## src/rtl/uart_iram_loader_pkg.sv

```systemverilog
// Shared types and constants for the UART-to-IRAM program loader.
// Frame FSM state encoding and word geometry.
package uart_iram_loader_pkg;

    localparam int BYTES_PER_WORD = 2;

    typedef enum logic [2:0] {
        ST_IDLE,
        ST_RD_HI,
        ST_RD_LO,
        ST_WRITE,
        ST_CHK
    } state_t;

endpackage

```

## src/rtl/uart_iram_loader_fetch.sv

```systemverilog
// UART FIFO pop handshake with a one-cycle settle guard and an
// inter-byte idle timeout counter.
module uart_byte_fetch #(
    parameter int TIMEOUT_CYCLES = 1_000_000
) (
    input  logic       clk,
    input  logic       reset,
    input  logic       rx_empty_i,
    input  logic [7:0] r_data_i,
    input  logic       rd_en_i,
    input  logic       tmo_en_i,
    output logic       rd_uart_o,
    output logic       byte_valid_o,
    output logic [7:0] byte_o,
    output logic       timeout_o
);

    localparam int CW = $clog2(TIMEOUT_CYCLES + 1);

    logic          guard_q;
    logic [CW-1:0] cnt_q;
    logic [CW-1:0] cnt_d;
    logic          accept;

    assign accept       = rd_en_i & ~rx_empty_i & ~guard_q;
    assign rd_uart_o    = accept;
    assign byte_valid_o = accept;
    assign byte_o       = r_data_i;

    // Counter clears on any accepted byte and whenever timing is disabled.
    always_comb begin
        cnt_d     = '0;
        timeout_o = 1'b0;
        if (tmo_en_i && !accept) begin
            if (cnt_q == CW'(TIMEOUT_CYCLES - 1)) begin
                timeout_o = 1'b1;
            end else begin
                cnt_d = cnt_q + 1'b1;
            end
        end
    end

    always_ff @(posedge clk or posedge reset) begin
        if (reset) begin
            guard_q <= 1'b0;
            cnt_q   <= '0;
        end else begin
            guard_q <= accept;
            cnt_q   <= cnt_d;
        end
    end

endmodule

```

## src/rtl/uart_iram_loader.sv

```systemverilog
// Framed UART program loader: length, MSB-first word bytes, XOR checksum.
// Holds the CPU in reset while a frame is being written into IRAM.
module uart_iram_loader
    import uart_iram_loader_pkg::*;
#(
    parameter int WIDTH          = 16,
    parameter int IRAM_ADDR_BITS = 8,
    parameter int TIMEOUT_CYCLES = 1_000_000
) (
    input  logic                      clk,
    input  logic                      reset,
    input  logic                      rx_empty,
    input  logic [7:0]                r_data,
    output logic                      rd_uart,
    output logic [IRAM_ADDR_BITS-1:0] iram_wa,
    output logic                      iram_wen,
    output logic [WIDTH-1:0]          iram_din,
    output logic                      cpu_hold,
    output logic                      done,
    output logic                      err,
    output logic [IRAM_ADDR_BITS:0]   words_loaded
);

    localparam int WLW = IRAM_ADDR_BITS + 1;

    state_t                    state_q, state_d;
    logic [7:0]                n_q, n_d;
    logic [7:0]                hi_q, hi_d;
    logic [7:0]                lo_q, lo_d;
    logic [7:0]                chk_q, chk_d;
    logic [IRAM_ADDR_BITS-1:0] addr_q, addr_d;
    logic [WLW-1:0]            wl_q, wl_d;
    logic [WLW-1:0]            wl_inc;
    logic                      done_q, done_d;
    logic                      err_q, err_d;
    logic                      hold_q, hold_d;

    logic       rd_en;
    logic       tmo_en;
    logic       bv;
    logic [7:0] b;
    logic       tmo;

    assign rd_en  = (state_q != ST_WRITE);
    assign tmo_en = (state_q == ST_RD_HI) || (state_q == ST_RD_LO) ||
                    (state_q == ST_CHK);

    uart_byte_fetch #(
        .TIMEOUT_CYCLES(TIMEOUT_CYCLES)
    ) u_fetch (
        .clk         (clk),
        .reset       (reset),
        .rx_empty_i  (rx_empty),
        .r_data_i    (r_data),
        .rd_en_i     (rd_en),
        .tmo_en_i    (tmo_en),
        .rd_uart_o   (rd_uart),
        .byte_valid_o(bv),
        .byte_o      (b),
        .timeout_o   (tmo)
    );

    assign wl_inc = wl_q + 1'b1;

    always_comb begin
        state_d = state_q;
        n_d     = n_q;
        hi_d    = hi_q;
        lo_d    = lo_q;
        chk_d   = chk_q;
        addr_d  = addr_q;
        wl_d    = wl_q;
        done_d  = done_q;
        err_d   = err_q;
        hold_d  = hold_q;
        unique case (state_q)
            ST_IDLE: begin
                if (bv) begin
                    n_d     = b;
                    chk_d   = 8'h00;
                    addr_d  = '0;
                    wl_d    = '0;
                    done_d  = 1'b0;
                    err_d   = 1'b0;
                    hold_d  = 1'b1;
                    state_d = (b == 8'h00) ? ST_CHK : ST_RD_HI;
                end
            end
            ST_RD_HI: begin
                if (bv) begin
                    hi_d    = b;
                    chk_d   = chk_q ^ b;
                    state_d = ST_RD_LO;
                end else if (tmo) begin
                    err_d   = 1'b1;
                    hold_d  = 1'b0;
                    state_d = ST_IDLE;
                end
            end
            ST_RD_LO: begin
                if (bv) begin
                    lo_d    = b;
                    chk_d   = chk_q ^ b;
                    state_d = ST_WRITE;
                end else if (tmo) begin
                    err_d   = 1'b1;
                    hold_d  = 1'b0;
                    state_d = ST_IDLE;
                end
            end
            ST_WRITE: begin
                addr_d  = addr_q + 1'b1;
                wl_d    = wl_inc;
                state_d = (wl_inc == WLW'(n_q)) ? ST_CHK : ST_RD_HI;
            end
            ST_CHK: begin
                // Length byte is deliberately outside the checksum.
                if (bv) begin
                    done_d  = (b == chk_q);
                    err_d   = (b != chk_q);
                    hold_d  = 1'b0;
                    state_d = ST_IDLE;
                end else if (tmo) begin
                    err_d   = 1'b1;
                    hold_d  = 1'b0;
                    state_d = ST_IDLE;
                end
            end
            default: state_d = ST_IDLE;
        endcase
    end

    always_ff @(posedge clk or posedge reset) begin
        if (reset) begin
            state_q <= ST_IDLE;
            n_q     <= 8'h00;
            hi_q    <= 8'h00;
            lo_q    <= 8'h00;
            chk_q   <= 8'h00;
            addr_q  <= '0;
            wl_q    <= '0;
            done_q  <= 1'b0;
            err_q   <= 1'b0;
            hold_q  <= 1'b0;
        end else begin
            state_q <= state_d;
            n_q     <= n_d;
            hi_q    <= hi_d;
            lo_q    <= lo_d;
            chk_q   <= chk_d;
            addr_q  <= addr_d;
            wl_q    <= wl_d;
            done_q  <= done_d;
            err_q   <= err_d;
            hold_q  <= hold_d;
        end
    end

    assign iram_wen     = (state_q == ST_WRITE);
    assign iram_wa      = addr_q;
    assign iram_din     = {hi_q, lo_q};
    assign cpu_hold     = hold_q;
    assign done         = done_q;
    assign err          = err_q;
    assign words_loaded = wl_q;

endmodule

```

## config.mk

```make
export PLATFORM = sky130hd
export DESIGN_NAME = uart_iram_loader
export DESIGN_NICKNAME = d
export VERILOG_FILES = /design/src/rtl/uart_iram_loader_pkg.sv /design/src/rtl/uart_iram_loader_fetch.sv /design/src/rtl/uart_iram_loader.sv
export SDC_FILE = /design/constraint.sdc
export NUM_CORES = 1
export LEC_CHECK = 0
export ABC_AREA = 1
export CORE_ASPECT_RATIO = 0.8
export CORE_MARGIN = 2
export CORE_UTILIZATION = 59
export CTS_BUF_LIST = sky130_fd_sc_hd__clkbuf_16
export DETAILED_ROUTE_END_ITERATION = 12
export MAX_ROUTING_LAYER = met4
export PLACE_DENSITY = 0.92
export SKIP_LAST_GASP = 1
export SLEW_MARGIN = 15
export SYNTH_ARGS = -nofsm -noshare
export SYNTH_HDL_FRONTEND = slang
export SYNTH_SLANG_ARGS = --single-unit
```

## constraint.sdc

```tcl
create_clock -name clk -period 3.95 [get_ports clk]
set_input_delay 0.9875 -clock clk [delete_from_list [all_inputs] [get_ports clk]]
set_output_delay 0.9875 -clock clk [all_outputs]
set_load 0.005 [all_outputs]
```

==> results.sh, run 1 <==
export IMPL_slew_violations=0
export IMPL_post_cts_buffers=0
export IMPL_synth_most_common_cell="nand2_1"
export IMPL_fin_total_pwr_mw=3.12
export IMPL_reg2reg_depth=7
export IMPL_finalSetupViolCount=0
export IMPL_ys_warn_count=0
export IMPL_gr_total_overflow=0
export IMPL_ant_nets=0
export IMPL_startpoint="rx_empty"
export IMPL_cp_cell_sequence="clkdlybuf4s50_1, or2_4, nor2_4, clkdlybuf4s50_1"
export IMPL_grt_pass1_wl_um=14900
export IMPL_core_area_um2=6280
export IMPL_rsz0062_at_grt="false"
export IMPL_die_h_um=75.5
export IMPL_cts_tree="done"
export IMPL_met2_usage_pct=46.2
export IMPL_antenna_found_initial=0
export IMPL_synth_flop_cell="dfrtp_1"
export IMPL_dp_hpwl_um=5960
export IMPL_critPathKind="primary input to output port"
export IMPL_setup_tns_ns=0
export IMPL_slew_headroom_pct=66.1
export IMPL_r2r_end="words_loaded[5]$_DFFE_PP0P_"
export IMPL_path_common_cell="clkdlybuf4s50_1"
export IMPL_grt_met1_usage_pct=34.5
export IMPL_drive_gt1_share_pct=7.20
export IMPL_met3_usage_pct=6.73
export IMPL_cap_violations=0
export IMPL_crit_family="buffers and inverters"
export IMPL_crit_end="rd_uart"
export IMPL_cts_sinks=76
export IMPL_area_growth_pct=21.6
export IMPL_worst_path_largest_cell_delay_ns=0.54
export IMPL_track_usage_pct=28.1
export IMPL_ios=49
export IMPL_path_clk_slew_ns=0.05
export IMPL_synth_cell_area_um2=3770
export IMPL_ctsHoldBuffers=0
export IMPL_tightest_slew_ns=0.507
export IMPL_critical_path_max_fanout=8
export IMPL_port_buffers=48
export IMPL_ys_ff_latch=76
export IMPL_worstPathRequired_ns=2.96
export IMPL_worstSetupEndpointType="output port"
export IMPL_finalHoldViolCount=0
export IMPL_path_buf_inv=2
export IMPL_outcome="completed"
export IMPL_yosysTopAreaCell="dfrtp_1"
export IMPL_drt_wirelength_per_cell_um=14.7
export IMPL_gp_congestion=0.945
export IMPL_crit_slowest_cell="clkdlybuf4s50_1"
export IMPL_cts_resized=0
export IMPL_cts_buffers=9
export IMPL_die_area_um2=7050
export IMPL_synth_top_area_share_pct=50.4
export IMPL_r2r_slack_ns=1.88
export IMPL_fmax_ghz=0.293
export IMPL_whs_ns=0.470
export IMPL_rows=26
export IMPL_finClkSkew_ns=0.00478
export IMPL_drtPass1Iterations=5
export IMPL_fin_crit_sh_pct=86.4
export IMPL_synth_avg_cell_area_um2=8.23
export IMPL_ys_seq_area_share_pct=50.4
export IMPL_synth_edf_count=0
export IMPL_start_kind="primary input"
export IMPL_cp_depth=4
export IMPL_num_vias=3401
export IMPL_synth_distinct_cells=38
export IMPL_hold_path_class="flop to flop"
export IMPL_drtIter0Drc=301
export IMPL_reg2reg_from="state_q[1]$_DFFE_PP0P_"
export IMPL_worstPathArrival_ns=2.42
export IMPL_nNetsFinal=524
export IMPL_cts_htree_levels=3
export IMPL_leakage_nw=2.10
export IMPL_peakVddDrop_uv=472
export IMPL_grt_max_degree=77
export IMPL_clk_latency_ns=0.33
export IMPL_syn_inst=458
export IMPL_start_util_pct=60.1
export IMPL_drc=0
export IMPL_gr_max_usage_layer="met2"
export IMPL_syn_num_nets=472
export IMPL_cts_max_path_buffers=2
export IMPL_grt_pass1_vias=3218
export IMPL_totalWireLength_um=8800
export IMPL_async_flop_share_pct=100
export IMPL_synth_area_top_cells="dfrtp_1 (50%), nand2_1 (11%), o21ai_0 (5.3%)"
export IMPL_final_min_clock_period_ns=3.41
export IMPL_clockRootBuffer="clkbuf_16"
export IMPL_ys_top_cells_by_count="nand2_1 (114), dfrtp_1 (76), inv_1 (51)"
export IMPL_viasPerCell=5.69
export IMPL_p_per_area_nw_per_um2=680
export IMPL_antenna_cells=0
export IMPL_die_w_um=93.4
[per-stage QoR]
step	worst slack [ns]	std cells	utilization, %	area, µm²
finish	0.538	598	73.0	4590
CTS	0.535	598	73.0	4590
global placement	0.561	583	69.1	4340
floorplan	1.02	458	-	3770
detailed placement	0.545	583	69.1	4340
global route	0.461	598	73.0	4590
[routing by layer]
layer / routed length [µm] / up-vias
met1: 3670 / 1611
met5: 0 / -
met3: 679 / 26
li1: - / 1598
met4: 185 / 0
met2: 4270 / 166
[cell families (layout without fill, tap and decap cells)]
logic type	after synthesis	in the layout	synth area share (%)
compound gates	76	76	11.3
flops	76	76	50.4
xor+xnor	16	16	3.72
simple gates	223	223	26.7
buf+inv	64	120	6.77
fa+ha+maj	3	3	0.995
[flip-flops by register name, summed over array words and instances, names as in the netlist, 3 cells and up]
| signal | cells |
|---|---|
| lo_q | 8 |
| n_q | 8 |
| hi_q | 8 |
| u_fetch.cnt_q | 20 |
| state_q | 3 |
| words_loaded | 9 |
| iram_wa | 8 |
| chk_q | 8 |
[where the power goes]
| group | switching, mW | internal [mW] | total [mW] |
|---|---|---|---|
| Combinational | 0.655 | 0.534 | 1.19 |
| Clock | 0.298 | 0.410 | 0.708 |
| Sequential | 0.204 | 1.02 | 1.22 |
[final cells by class]
class | count | area, µm²
clock buffers | 9 | 225
flip-flops and latches | 76 | 1900
well taps | 84 | 105
clock inverters | 6 | 25.0
fillers | 426 | 1690
repair buffers | 50 | 508
multi-input cells | 318 | 1610
inverters | 55 | 206
[cells in the final DEF, fill, tap and decap left out, types with 8 or more instances in the layout]
master and n:
nand4_1 8, o21ai_0 40, clkdlybuf4s50_1 48, nand2_1 114, clkbuf_16 9, dfrtp_1 76, nor2_1 42, a21oi_1 14
xor2_1 9, nand3_1 31, inv_1 52
[worst min path at each step]
| stage | startpoint | endpoint | cells past startpoint |
|---|---|---|---|
| 2_1_floorplan | u_fetch.cnt_q[0]$_DFF_PP0_ | u_fetch.cnt_q[0]$_DFF_PP0_ | 1 |
| 3_3_place_gp | u_fetch.cnt_q[0]$_DFF_PP0_ | u_fetch.cnt_q[0]$_DFF_PP0_ | 1 |
| 3_5_place_dp | u_fetch.cnt_q[0]$_DFF_PP0_ | u_fetch.cnt_q[0]$_DFF_PP0_ | 1 |
| 4_1_cts | u_fetch.cnt_q[0]$_DFF_PP0_ | u_fetch.cnt_q[0]$_DFF_PP0_ | 1 |
| 5_1_grt | lo_q[1]$_DFFE_PP0P_ | lo_q[1]$_DFFE_PP0P_ | 2 |
| 6_report | u_fetch.cnt_q[0]$_DFF_PP0_ | u_fetch.cnt_q[0]$_DFF_PP0_ | 1 |
(Power assumes the default switching activity.)
==> run 2: changes to the inputs <==
--- a/config.mk
+++ b/config.mk
@@ -8,11 +8,11 @@
 export ABC_AREA = 1
 export CORE_ASPECT_RATIO = 0.8
 export CORE_MARGIN = 2
-export CORE_UTILIZATION = 59
+export CORE_UTILIZATION = 55
 export CTS_BUF_LIST = sky130_fd_sc_hd__clkbuf_16
 export DETAILED_ROUTE_END_ITERATION = 12
 export MAX_ROUTING_LAYER = met4
-export PLACE_DENSITY = 0.92
+export PLACE_DENSITY = 0.88
 export SKIP_LAST_GASP = 1
 export SLEW_MARGIN = 15
 export SYNTH_ARGS = -nofsm -noshare
==> constraint.sdc (replaced) <==
create_clock -name clk -period 3.4 [get_ports clk]
set_input_delay 0.85 -clock clk [delete_from_list [all_inputs] [get_ports clk]]
set_output_delay 0.85 -clock clk [all_outputs]
set_load 0.005 [all_outputs]
==> results.sh, run 2 (same netlist as run 1, synthesis figures left out) <==
export IMPL_p_per_area_nw_per_um2=805
export IMPL_die_h_um=78.1
export IMPL_track_usage_pct=26.3
export IMPL_rsz0062_at_grt="false"
export IMPL_antenna_found_initial=0
export IMPL_worstPathRequired_ns=2.55
export IMPL_drtIter0Drc=278
export IMPL_setup_tns_ns=0
export IMPL_drt_wirelength_per_cell_um=14.5
export IMPL_slew_headroom_pct=69.7
export IMPL_finClkSkew_ns=0.00723
export IMPL_peakVddDrop_uv=479
export IMPL_cts_sinks=76
export IMPL_critical_path_max_fanout=5
export IMPL_totalWireLength_um=8760
export IMPL_critPathKind="primary input to output port"
export IMPL_worstPathArrival_ns=2.14
export IMPL_gp_congestion=0.918
export IMPL_post_place_cells=586
export IMPL_fillerInstances=478
export IMPL_cts_resized=0
export IMPL_cts_buffers=9
export IMPL_layout_common_cells="nand2_1 (114), dfrtp_1 (76), inv_1 (50)"
export IMPL_cts_htree_levels=3
export IMPL_clk_latency_ns=0.33
export IMPL_die_w_um=96.6
export IMPL_largest_register="u_fetch.cnt_q"
export IMPL_wl_met1_um=3940
export IMPL_rows=26
export IMPL_die_area_um2=7540
export IMPL_ctsHoldBuffers=0
export IMPL_drtPass1Iterations=5
export IMPL_grt_max_degree=77
export IMPL_slew_violations=0
export IMPL_grt_pass1_vias=3162
export IMPL_start_kind="primary input"
export IMPL_grt_pass1_wl_um=14900
export IMPL_cts_max_path_buffers=2
export IMPL_start_util_pct=58.0
export IMPL_drive_gt1_share_pct=8.69
export IMPL_final_common_cell="nand2_1"
export IMPL_core_area_um2=6510
export IMPL_clockRootBuffer="clkbuf_16"
export IMPL_finalSetupViolCount=0
export IMPL_fin_crit_sh_pct=88.0
export IMPL_highest_layer="met4"
export IMPL_worstSetupEndpointType="output port"
export IMPL_dp_hpwl_um=5970
export IMPL_viasPerCell=5.47
export IMPL_area_growth_pct=23.6
export IMPL_ant_nets=0
export IMPL_cts_tree="done"
export IMPL_drc=0
export IMPL_largest_reg_flops=20
export IMPL_r2r_slack_ns=1.32
export IMPL_wl_met2_um=4090
export IMPL_tightest_slew_ns=0.454
export IMPL_finalHoldViolCount=0
export IMPL_fmax_ghz=0.334
export IMPL_final_util_pct=71.6
export IMPL_final_min_clock_period_ns=2.99
export IMPL_fin_total_pwr_mw=3.75
export IMPL_hold_path_class="flop to flop"
export IMPL_outcome="completed"
export IMPL_gr_total_overflow=0
export IMPL_port_buffers=48
export IMPL_leakage_nw=2.12
export IMPL_ios=49
export IMPL_nNetsFinal=527
export IMPL_post_cts_buffers=0
export IMPL_final_cells=602
export IMPL_num_vias=3295
export IMPL_antenna_cells=0
export IMPL_cap_violations=0
export IMPL_path_clk_slew_ns=0.06
export IMPL_routed_wl_met3_um=607
export IMPL_whs_ns=0.487
-- run 2: changes by cell type in the layout (fill, tap and decap cells not counted), moves of 2 or more --
| cell | change |
|---|---|
| clkinv_1 | -2 |
| inv_1 | -2 |
| clkinvlp_4 | +2 |
| clkinv_4 | +2 |
| buf_4 | +3 |
-- run 2: path summary, 6_finish.rpt --
check	startpoint	endpoint	depth (start not counted)
hold reg to reg	n_q[5]$_DFFE_PP0P_	n_q[5]$_DFFE_PP0P_	2
min in group asynchronous	reset	words_loaded[7]$_DFFE_PP0P_	3
max in group asynchronous	reset	lo_q[3]$_DFFE_PP0P_	3
setup / recovery	rx_empty	rd_uart	4
setup reg to reg	u_fetch.cnt_q[0]$_DFF_PP0_	u_fetch.cnt_q[14]$_DFF_PP0_	8
hold / removal	n_q[5]$_DFFE_PP0P_	n_q[5]$_DFFE_PP0P_	2
-- run 2: worst max-delay path, stage by stage --
cell,delay [ns]
clkdlybuf4s50_1,0.39
or2_4,0.28
nor2_4,0.11
clkdlybuf4s50_1,0.51
-- run 2: cell type report --
class                   count  area, µm²  share of cell area [%]
clock buffers               9        225                    4.83
clock inverters             7       76.3                    1.64
inverters                  55        206                    4.43
multi-input cells         318       1610                    34.6
flip-flops and latches     76       1900                    40.8
well taps                  84        105                    2.26
repair buffers             53        531                    11.4
-- run 2: metrics by stage --
step | cell area (µm²) | setup WS, ns
after floorplan | 3770 | 0.612
after global placement | 4360 | 0.414
after detailed placement | 4360 | 0.413
after CTS | 4660 | 0.407
after global routing | 4660 | 0.368
final | 4660 | 0.410
-- run 2: report_power, final --
part	internal (mW)	switching, mW	total, mW
clock network	0.572	0.382	0.954
logic	0.630	0.745	1.37
registers	1.18	0.240	1.42
total	2.39	1.37	3.75
-- run 2: per-layer routing --
metal	GRT usage, %	vias up
li1	-	1604
met1	34.8	1545
met2	39.4	132
met3	7.39	14
met4	8.45	0
met5	-	-
==> run 3: changes to the inputs <==
--- a/config.mk
+++ b/config.mk
@@ -7,12 +7,12 @@
 export LEC_CHECK = 0
 export ABC_AREA = 1
 export CORE_ASPECT_RATIO = 0.8
-export CORE_MARGIN = 2
 export CORE_UTILIZATION = 55
 export CTS_BUF_LIST = sky130_fd_sc_hd__clkbuf_16
 export DETAILED_ROUTE_END_ITERATION = 12
 export MAX_ROUTING_LAYER = met4
 export PLACE_DENSITY = 0.88
+export SKIP_CTS_REPAIR_TIMING = 1
 export SKIP_LAST_GASP = 1
 export SLEW_MARGIN = 15
 export SYNTH_ARGS = -nofsm -noshare
==> results.sh, run 3 (same netlist as run 1, synthesis figures left out) <==
export IMPL_outcome="completed"
export IMPL_slew_violations=0
export IMPL_fillerInstances=491
export IMPL_p_per_area_nw_per_um2=783
export IMPL_die_area_um2=7190
export IMPL_drtPass1Iterations=8
export IMPL_area_growth_pct=22.6
export IMPL_fin_crit_sh_pct=88.3
export IMPL_final_min_clock_period_ns=3.00
export IMPL_cts_buffers=9
export IMPL_cts_tree="done"
export IMPL_cts_htree_levels=3
export IMPL_nNetsFinal=529
export IMPL_worstPathArrival_ns=2.15
export IMPL_final_cells=603
export IMPL_rows=26
export IMPL_setup_tns_ns=0
export IMPL_grt_pass1_vias=3198
export IMPL_finClkSkew_ns=0.00296
export IMPL_grt_pass1_wl_um=15000
export IMPL_cts_sinks=76
export IMPL_finalSetupViolCount=0
export IMPL_finalHoldViolCount=0
export IMPL_largest_reg_flops=20
export IMPL_port_buffers=48
export IMPL_post_place_cells=588
export IMPL_track_usage_pct=27.7
export IMPL_clockRootBuffer="clkbuf_16"
export IMPL_slew_headroom_pct=55.6
export IMPL_dp_hpwl_um=6390
export IMPL_worstSetupEndpointType="output port"
export IMPL_r2r_slack_ns=1.40
export IMPL_reg2reg_depth=6
export IMPL_cap_violations=0
export IMPL_drtIter0Drc=310
export IMPL_totalWireLength_um=8720
export IMPL_tightest_slew_ns=0.664
export IMPL_gp_congestion=0.919
export IMPL_antenna_cells=0
export IMPL_gr_total_overflow=0
export IMPL_register_area_um2=1900
export IMPL_fmax_ghz=0.333
export IMPL_critical_path_max_fanout=5
export IMPL_viasPerCell=5.62
export IMPL_multi_input_area_um2=1610
export IMPL_final_common_cell="nand2_1"
export IMPL_leakage_nw=2.13
export IMPL_antenna_found_initial=0
export IMPL_min_delay_path_depth=1
export IMPL_grt_max_degree=36
export IMPL_drive_gt1_share_pct=8.29
export IMPL_die_h_um=76.1
export IMPL_whs_ns=0.476
export IMPL_hold_path_class="flop to flop"
export IMPL_path_clk_slew_ns=0.05
export IMPL_ant_nets=0
export IMPL_rsz0062_at_grt="false"
export IMPL_clk_latency_ns=0.33
export IMPL_drc=0
export IMPL_drt_wirelength_per_cell_um=14.5
export IMPL_start_util_pct=58.0
export IMPL_largest_register="u_fetch.cnt_q"
export IMPL_worstPathRequired_ns=2.55
export IMPL_ios=49
export IMPL_critPathKind="primary input to output port"
export IMPL_die_w_um=94.6
export IMPL_layout_common_cells="nand2_1 (114), dfrtp_1 (76), inv_1 (53)"
export IMPL_start_kind="primary input"
export IMPL_peakVddDrop_uv=427
export IMPL_num_vias=3391
export IMPL_core_area_um2=6510
export IMPL_cts_max_path_buffers=2
run 3: cell types whose count changed in the layout (fill, tap and decap cells not counted):
cell | before | now
inv_1 | 50 | 53
buf_4 | 4 | 6
clkinv_2 | 1 | 3
clkinv_4 | 2 | 0
clkinvlp_4 | 2 | 0
bufinv_16 | 1 | 0
inv_6 | 1 | 0
run 3: metal layers:
metal	wire (µm)	up-vias	global-route usage, %
li1	-	1610	-
met1	3890	1618	37.9
met2	4110	144	41.5
met3	585	19	6.49
met4	129	0	7.73
met5	0	-	-
run 3: power breakdown:
part	internal (mW)	switching [mW]
logic	0.632	0.745
clock network	0.477	0.344
registers	1.18	0.236
total	2.29	1.33
run 3: final timing paths:
path                                                 start                           to
min in group asynchronous                            reset       iram_wa[1]$_DFFE_PP0P_
worst min register to register  u_fetch.cnt_q[0]$_DFF_PP0_   u_fetch.cnt_q[0]$_DFF_PP0_
worst max-delay path                              rx_empty                      rd_uart
worst max register to register      state_q[0]$_DFFE_PP0P_  words_loaded[6]$_DFFE_PP0P_
max in group asynchronous                            reset          lo_q[6]$_DFFE_PP0P_
worst min-delay path            u_fetch.cnt_q[0]$_DFF_PP0_   u_fetch.cnt_q[0]$_DFF_PP0_
run 3: critical path: stages:
cell             delay [ns]
clkdlybuf4s50_1        0.40
or2_4                  0.28
nor2_4                 0.11
clkdlybuf4s50_1        0.51
run 3: final cells by class:
cell class | count | share of cell area, %
inverter | 55 | 4.46
timing repair buffer | 55 | 11.8
clock inverter | 6 | 0.568
multi-input combinational | 318 | 34.9
clock buffer | 9 | 4.87
tap | 84 | 2.27
sequential | 76 | 41.1
run 3: stage by stage:
| stage | power [mW] | instance area [µm²] | setup WS (ns) | utilization, % |
|---|---|---|---|---|
| finish | 3.62 | 4620 | 0.397 | 71.1 |
| global route | 3.86 | 4620 | 0.345 | 71.1 |
| CTS | 3.62 | 4620 | 0.381 | 71.1 |
| detailed placement | 2.80 | 4370 | 0.390 | 67.2 |
| global placement | 2.71 | 4370 | 0.413 | 67.2 |
| floorplan | 2.22 | 3770 | 0.612 | - |
